--- src/rtl/axis_pkg.sv ---
// Shared types and helpers for the AXI-Stream frame arbiter.
// Imported by the arbiter top and its beat counter.
package axis_pkg;

  typedef enum logic {
    IDLE = 1'b0,
    XFER = 1'b1
  } state_e;

  localparam int SRC_W = 1;

  function automatic int clog2_min1(input int n);
    return (n <= 2) ? 1 : $clog2(n);
  endfunction

endpackage

--- src/rtl/axis_beat_counter.sv ---
// Beat counter for fixed-length frames.
// Wraps to zero on the last beat; clr has priority over inc.
module axis_beat_counter
  import axis_pkg::*;
#(
  parameter  int FRAME_WORDS = 512,
  localparam int CW          = clog2_min1(FRAME_WORDS)
) (
  input  logic          clk,
  input  logic          rst_n,
  input  logic          inc,
  input  logic          clr,
  output logic [CW-1:0] cnt,
  output logic          at_last
);

  localparam logic [CW-1:0] LAST = CW'(FRAME_WORDS - 1);

  logic [CW-1:0] cnt_q;
  logic [CW-1:0] cnt_d;

  assign at_last = (cnt_q == LAST);
  assign cnt     = cnt_q;

  always_comb begin
    cnt_d = cnt_q;
    if (clr) begin
      cnt_d = '0;
    end else if (inc) begin
      cnt_d = at_last ? '0 : cnt_q + CW'(1);
    end
  end

  always_ff @(posedge clk or negedge rst_n) begin
    if (!rst_n) begin
      cnt_q <= '0;
    end else begin
      cnt_q <= cnt_d;
    end
  end

endmodule

--- src/rtl/axis_frame_arbiter.sv ---
// Frame-granular round-robin arbiter for two AXI-Stream sources.
// Grants whole FRAME_WORDS-beat frames and regenerates TLAST.
module axis_frame_arbiter
  import axis_pkg::*;
#(
  parameter int TDATA_W     = 32,
  parameter int FRAME_WORDS = 512,
  parameter int CNT_W       = 16
) (
  input  logic                 aclk,
  input  logic                 aresetn,
  input  logic                 enable,
  input  logic [TDATA_W-1:0]   s0_axis_tdata,
  input  logic [TDATA_W/8-1:0] s0_axis_tkeep,
  input  logic                 s0_axis_tvalid,
  output logic                 s0_axis_tready,
  input  logic                 s0_axis_tlast,
  input  logic [TDATA_W-1:0]   s1_axis_tdata,
  input  logic [TDATA_W/8-1:0] s1_axis_tkeep,
  input  logic                 s1_axis_tvalid,
  output logic                 s1_axis_tready,
  input  logic                 s1_axis_tlast,
  output logic [TDATA_W-1:0]   m_axis_tdata,
  output logic [TDATA_W/8-1:0] m_axis_tkeep,
  output logic                 m_axis_tvalid,
  input  logic                 m_axis_tready,
  output logic                 m_axis_tlast,
  output logic                 m_axis_tid,
  output logic                 busy,
  output logic                 frame_done,
  output logic [CNT_W-1:0]     frame_cnt
);

  localparam int BW = clog2_min1(FRAME_WORDS);

  state_e           state_q;
  logic [SRC_W-1:0] grant_q;
  logic [SRC_W-1:0] rr_ptr_q;
  logic [SRC_W-1:0] winner;
  logic             frame_done_q;
  logic [CNT_W-1:0] frame_cnt_q;

  logic [BW-1:0]    beat_cnt;
  logic             at_last;
  logic             in_xfer;
  logic             sel1;
  logic             src_valid;
  logic             xfer;
  logic             unused_in;

  assign in_xfer   = (state_q == XFER);
  assign sel1      = grant_q[0];
  assign src_valid = sel1 ? s1_axis_tvalid : s0_axis_tvalid;

  assign m_axis_tdata  = sel1 ? s1_axis_tdata : s0_axis_tdata;
  assign m_axis_tkeep  = sel1 ? s1_axis_tkeep : s0_axis_tkeep;
  assign m_axis_tvalid = in_xfer & src_valid;
  assign m_axis_tlast  = m_axis_tvalid & at_last;
  assign m_axis_tid    = grant_q[0];

  assign s0_axis_tready = in_xfer & ~sel1 & m_axis_tready;
  assign s1_axis_tready = in_xfer &  sel1 & m_axis_tready;

  assign xfer       = m_axis_tvalid & m_axis_tready;
  assign busy       = in_xfer;
  assign frame_done = frame_done_q;
  assign frame_cnt  = frame_cnt_q;

  // Source TLAST is deliberately dropped; framing is by beat count.
  assign unused_in = ^{s0_axis_tlast, s1_axis_tlast, beat_cnt};

  assign winner = (s0_axis_tvalid & s1_axis_tvalid) ? rr_ptr_q
                : SRC_W'(s1_axis_tvalid);

  axis_beat_counter #(
    .FRAME_WORDS(FRAME_WORDS)
  ) u_beat_cnt (
    .clk    (aclk),
    .rst_n  (aresetn),
    .inc    (xfer),
    .clr    (~in_xfer),
    .cnt    (beat_cnt),
    .at_last(at_last)
  );

  always_ff @(posedge aclk or negedge aresetn) begin
    if (!aresetn) begin
      state_q      <= IDLE;
      grant_q      <= '0;
      rr_ptr_q     <= '0;
      frame_done_q <= 1'b0;
      frame_cnt_q  <= '0;
    end else begin
      frame_done_q <= 1'b0;
      unique case (state_q)
        IDLE: begin
          if (enable && (s0_axis_tvalid || s1_axis_tvalid)) begin
            grant_q <= winner;
            state_q <= XFER;
          end
        end
        XFER: begin
          if (xfer && at_last) begin
            rr_ptr_q     <= ~grant_q;
            frame_cnt_q  <= frame_cnt_q + CNT_W'(1);
            frame_done_q <= 1'b1;
            state_q      <= IDLE;
          end
        end
        default: state_q <= IDLE;
      endcase
    end
  end

endmodule

--- config.mk ---
export PLATFORM = sky130hd
export DESIGN_NAME = axis_frame_arbiter
export DESIGN_NICKNAME = d
export VERILOG_FILES = /design/src/rtl/axis_pkg.sv /design/src/rtl/axis_beat_counter.sv /design/src/rtl/axis_frame_arbiter.sv
export SDC_FILE = /design/constraint.sdc
export NUM_CORES = 1
export LEC_CHECK = 0
export CORE_UTILIZATION = 40
export DETAILED_ROUTE_END_ITERATION = 6
export DONT_BUFFER_PORTS = 1
export GPL_TIMING_DRIVEN = 0
export MAX_ROUTING_LAYER = met4
export PLACE_DENSITY = 0.64
export SYNTH_ARGS = -nofsm -noshare
export SYNTH_HDL_FRONTEND = slang
export SYNTH_SLANG_ARGS = --single-unit
--- constraint.sdc ---
create_clock -name aclk -period 3.85 [get_ports aclk]
set_input_delay 0.9625 -clock aclk [delete_from_list [all_inputs] [get_ports aclk]]
set_output_delay 0.9625 -clock aclk [all_outputs]
set_load 0.01 [all_outputs]
==> metrics <==
post-synthesis compound-gate area fraction=0.0593; Layout Nets=271; flops & latches, synth=29; RSZ-0062 raised after global routing=no; synthesized net count=264; Worst setup EP type=primary output; Die Ht=70.1 um; cts bufs inserted=5; Worst path top cell family by delay=simple AND/OR/NAND/NOR gates; most common cell after layout, fill and taps aside=mux2_2; detailed placer's ending HPWL=3.49 mm; std cell rows=24; Die Wd=70.1 um; crit path launch type=flip-flop; CTS Sinks=29; first-pass GRT wire length=6.53 mm; slew margin rel.=0.641; outcome=complete, no violations; most frequent cells in the layout=mux2_2 (37), dfrtp_1 (29), nor2_1 (13); Post-Synth Adder-Cell Area=0.0202; sequential fraction of the synthesis area=0.391; Post-Route Skew=3.08 ps; setup TNS=0 ps; antenna viol nets, final=0; fin cells=243; mux contribution to synthesized area=0.243; Seq pwr share=0.485; Setup violations, final=0; worst hold slack=372 ps; Internal=0.000512 W; library cells used by synthesis=35; worst-path cell chain=ha_1, and3_1, and3_1, and3_1, ha_1, clkbuf_1, and3_1; First-pass DRT Iterations=4; maximum clock frequency=314 MHz; simple-gate share of the synthesized area=0.186; CP max stage cell=dfrtp_1; Net Switching=0.000199 W; total wire length=4.50 mm; Post-Syn Instances=181; Tot GR Track Use=0.185; final hold vios=0; placed cells=233; fin crit period=3190 ps; antenna violations before repair=2; r2r setup slk=1360 ps; pin count of the biggest net entering global routing=30; clock power share=0.337; largest family of logic cells by synthesized area=multiplexers; synth warn=0; Die ar.=0.00492 mm^2; post-DR wirelength/cell=18.5 um; Max Slew Vio Count=0; Crit path arrival time=2220 ps; I/O pins=139; Clock Tree Buf Depth=2; crit-path max cell delay=390 ps; Worst EP required=2890 ps; Post-Synth XOR/XNOR Area=0.0708; Placer Congestion=0.833; cell repeated most along the worst path=and3_1; worst path bufs/invs=1; Initial DRC Count=71; Core Util, Final=0.455; Layout area overhead=8.23%; Worst-path clk slew=60 ps; leakage=0.903 nW; Crit Path Max Fanout=10; DRC Markers=0; PwrDens=354 mW/mm^2; Mapped Area=0.00186 mm^2; number of port buffers=0; clk_lat worst skew=280 ps; hold_buf cts=0; Congestion Overflow GR=0; Final period util=0.828; vias in the first global route=1255; Via density=5.91; Max-Cap Viols=0; post-CTS setup repair buffer count=0; CTS root buf=clkbuf_8; Switching Fraction=0.280; vias=1437; combinational share of power=0.177; Worst Hold Class=in -> async; syn_area_per_cell=10.3 um^2; CTS tree=done; Max IR drop VDD=0.222 mV; WS Path Type=reg -> out; ratio of cells with drive above 1 in the final layout=0.254; core box area=0.00441 mm^2; H-Tree Level Count=2; post-cts gate resize count=0; Initial Utilization=0.420; Slew @ Worst Pin=539 ps
worst register-to-register path, cell delays in order, from the launching register on:
cell	delay, ps
dfrtp_1	410
ha_1	240
and3_1	210
and3_1	200
and3_1	190
ha_1	190
clkbuf_1	220
nand2b_1	230
nor2_1	250
nand4b_1	130
a21oi_1	150
registers in the layout, indices dropped and copies added, names as in the netlist:
register        count
frame_cnt          16
u_beat_cnt.cnt      9
busy                1
frame_done          1
m_axis_tid          1
rr_ptr_q            1
area by class of cell:
class                      instances  area, um^2
antenna                            2        5.00
sequential                        29         726
clock inverter                     2        10.0
fill                             428        2410
multi-input combinational        139        1080
clock buffer                       6        72.6
buffer                             8        35.0
inverter                           5        18.8
tap                               52        65.1
worst paths after layout:
check,cells after the start,startpoint,endpoint
min in group aclk,2,rr_ptr_q,rr_ptr_q
max,7,u_beat_cnt.cnt[0],m_axis_tlast
min,0,aresetn,frame_cnt[8]
max reg2reg,10,u_beat_cnt.cnt[0],u_beat_cnt.cnt[5]
min reg2reg,2,rr_ptr_q,rr_ptr_q
max in group asynchronous,0,aresetn,frame_cnt[1]
power groups by stage:
stage | clock network [W] | registers [W] | logic [W]
floorplan | 0 | 0.000346 | 0.000109
global placement | 0 | 0.000351 | 0.000124
finish | 0.000240 | 0.000345 | 0.000126
CTS | 0.000248 | 0.000346 | 0.000126
detailed placement | 0 | 0.000351 | 0.000126
global route | 0.000261 | 0.000349 | 0.000136
through the flow:
| step | setup slack [ps] | instance area [um^2] | total power (W) |
|---|---|---|---|
| final | 663 | 2010 | 0.000711 |
| after global routing | 542 | 2010 | 0.000746 |
| after CTS | 651 | 2000 | 0.000720 |
| after detailed placement | 968 | 1920 | 0.000477 |
| after global placement | 979 | 1920 | 0.000474 |
| after floorplan | 1200 | 1860 | 0.000455 |
synthesized netlist by cell type, drive strengths merged:
master  instances  area (um^2)
a21oi           9         45.0
a31oi           2         12.5
a32o            1         10.0
and2            3         18.8
and3            7         43.8
and4            3         26.3
buf             2         12.5
clkbuf          6         22.5
clkinv          1         3.75
dfrtp          29          726
ha              3         37.5
inv             4         15.0
mux2           38          432
mux2i           2         20.0
nand2          10         45.0
nand2b          1         6.26
nand3           7         35.0
nand3b          3         22.5
nand4           4         25.0
nand4b          2         17.5
nor2           13         48.8
nor2b           1         6.26
nor3            4         20.0
nor3b           1         7.51
nor4            1         6.26
nor4b           1         8.76
o21a            2         15.0
o21ai           4         20.0
o21bai          1         7.51
or4             1         7.51
xnor2           6         52.6
xor2            9         78.8
kinds of logic after synthesis:
kind of cell / Yosys count
AOI/OAI and AO/OA: 19
xor gates and xnor gates: 15
adders and majority gates: 3
buffers and inverters: 13
DFF: 29
muxes: 40
and+or+nand+nor: 62
per-layer routing:
| metal | routed length (um) | vias up | global-route usage |
|---|---|---|---|
| li1 | - | 665 | - |
| met1 | 2020 | 686 | 0.236 |
| met2 | 2010 | 76 | 0.249 |
| met3 | 296 | 10 | 0.0577 |
| met4 | 171 | 0 | 0.124 |
| met5 | 0 | - | - |
(Power assumes the default switching activity.)
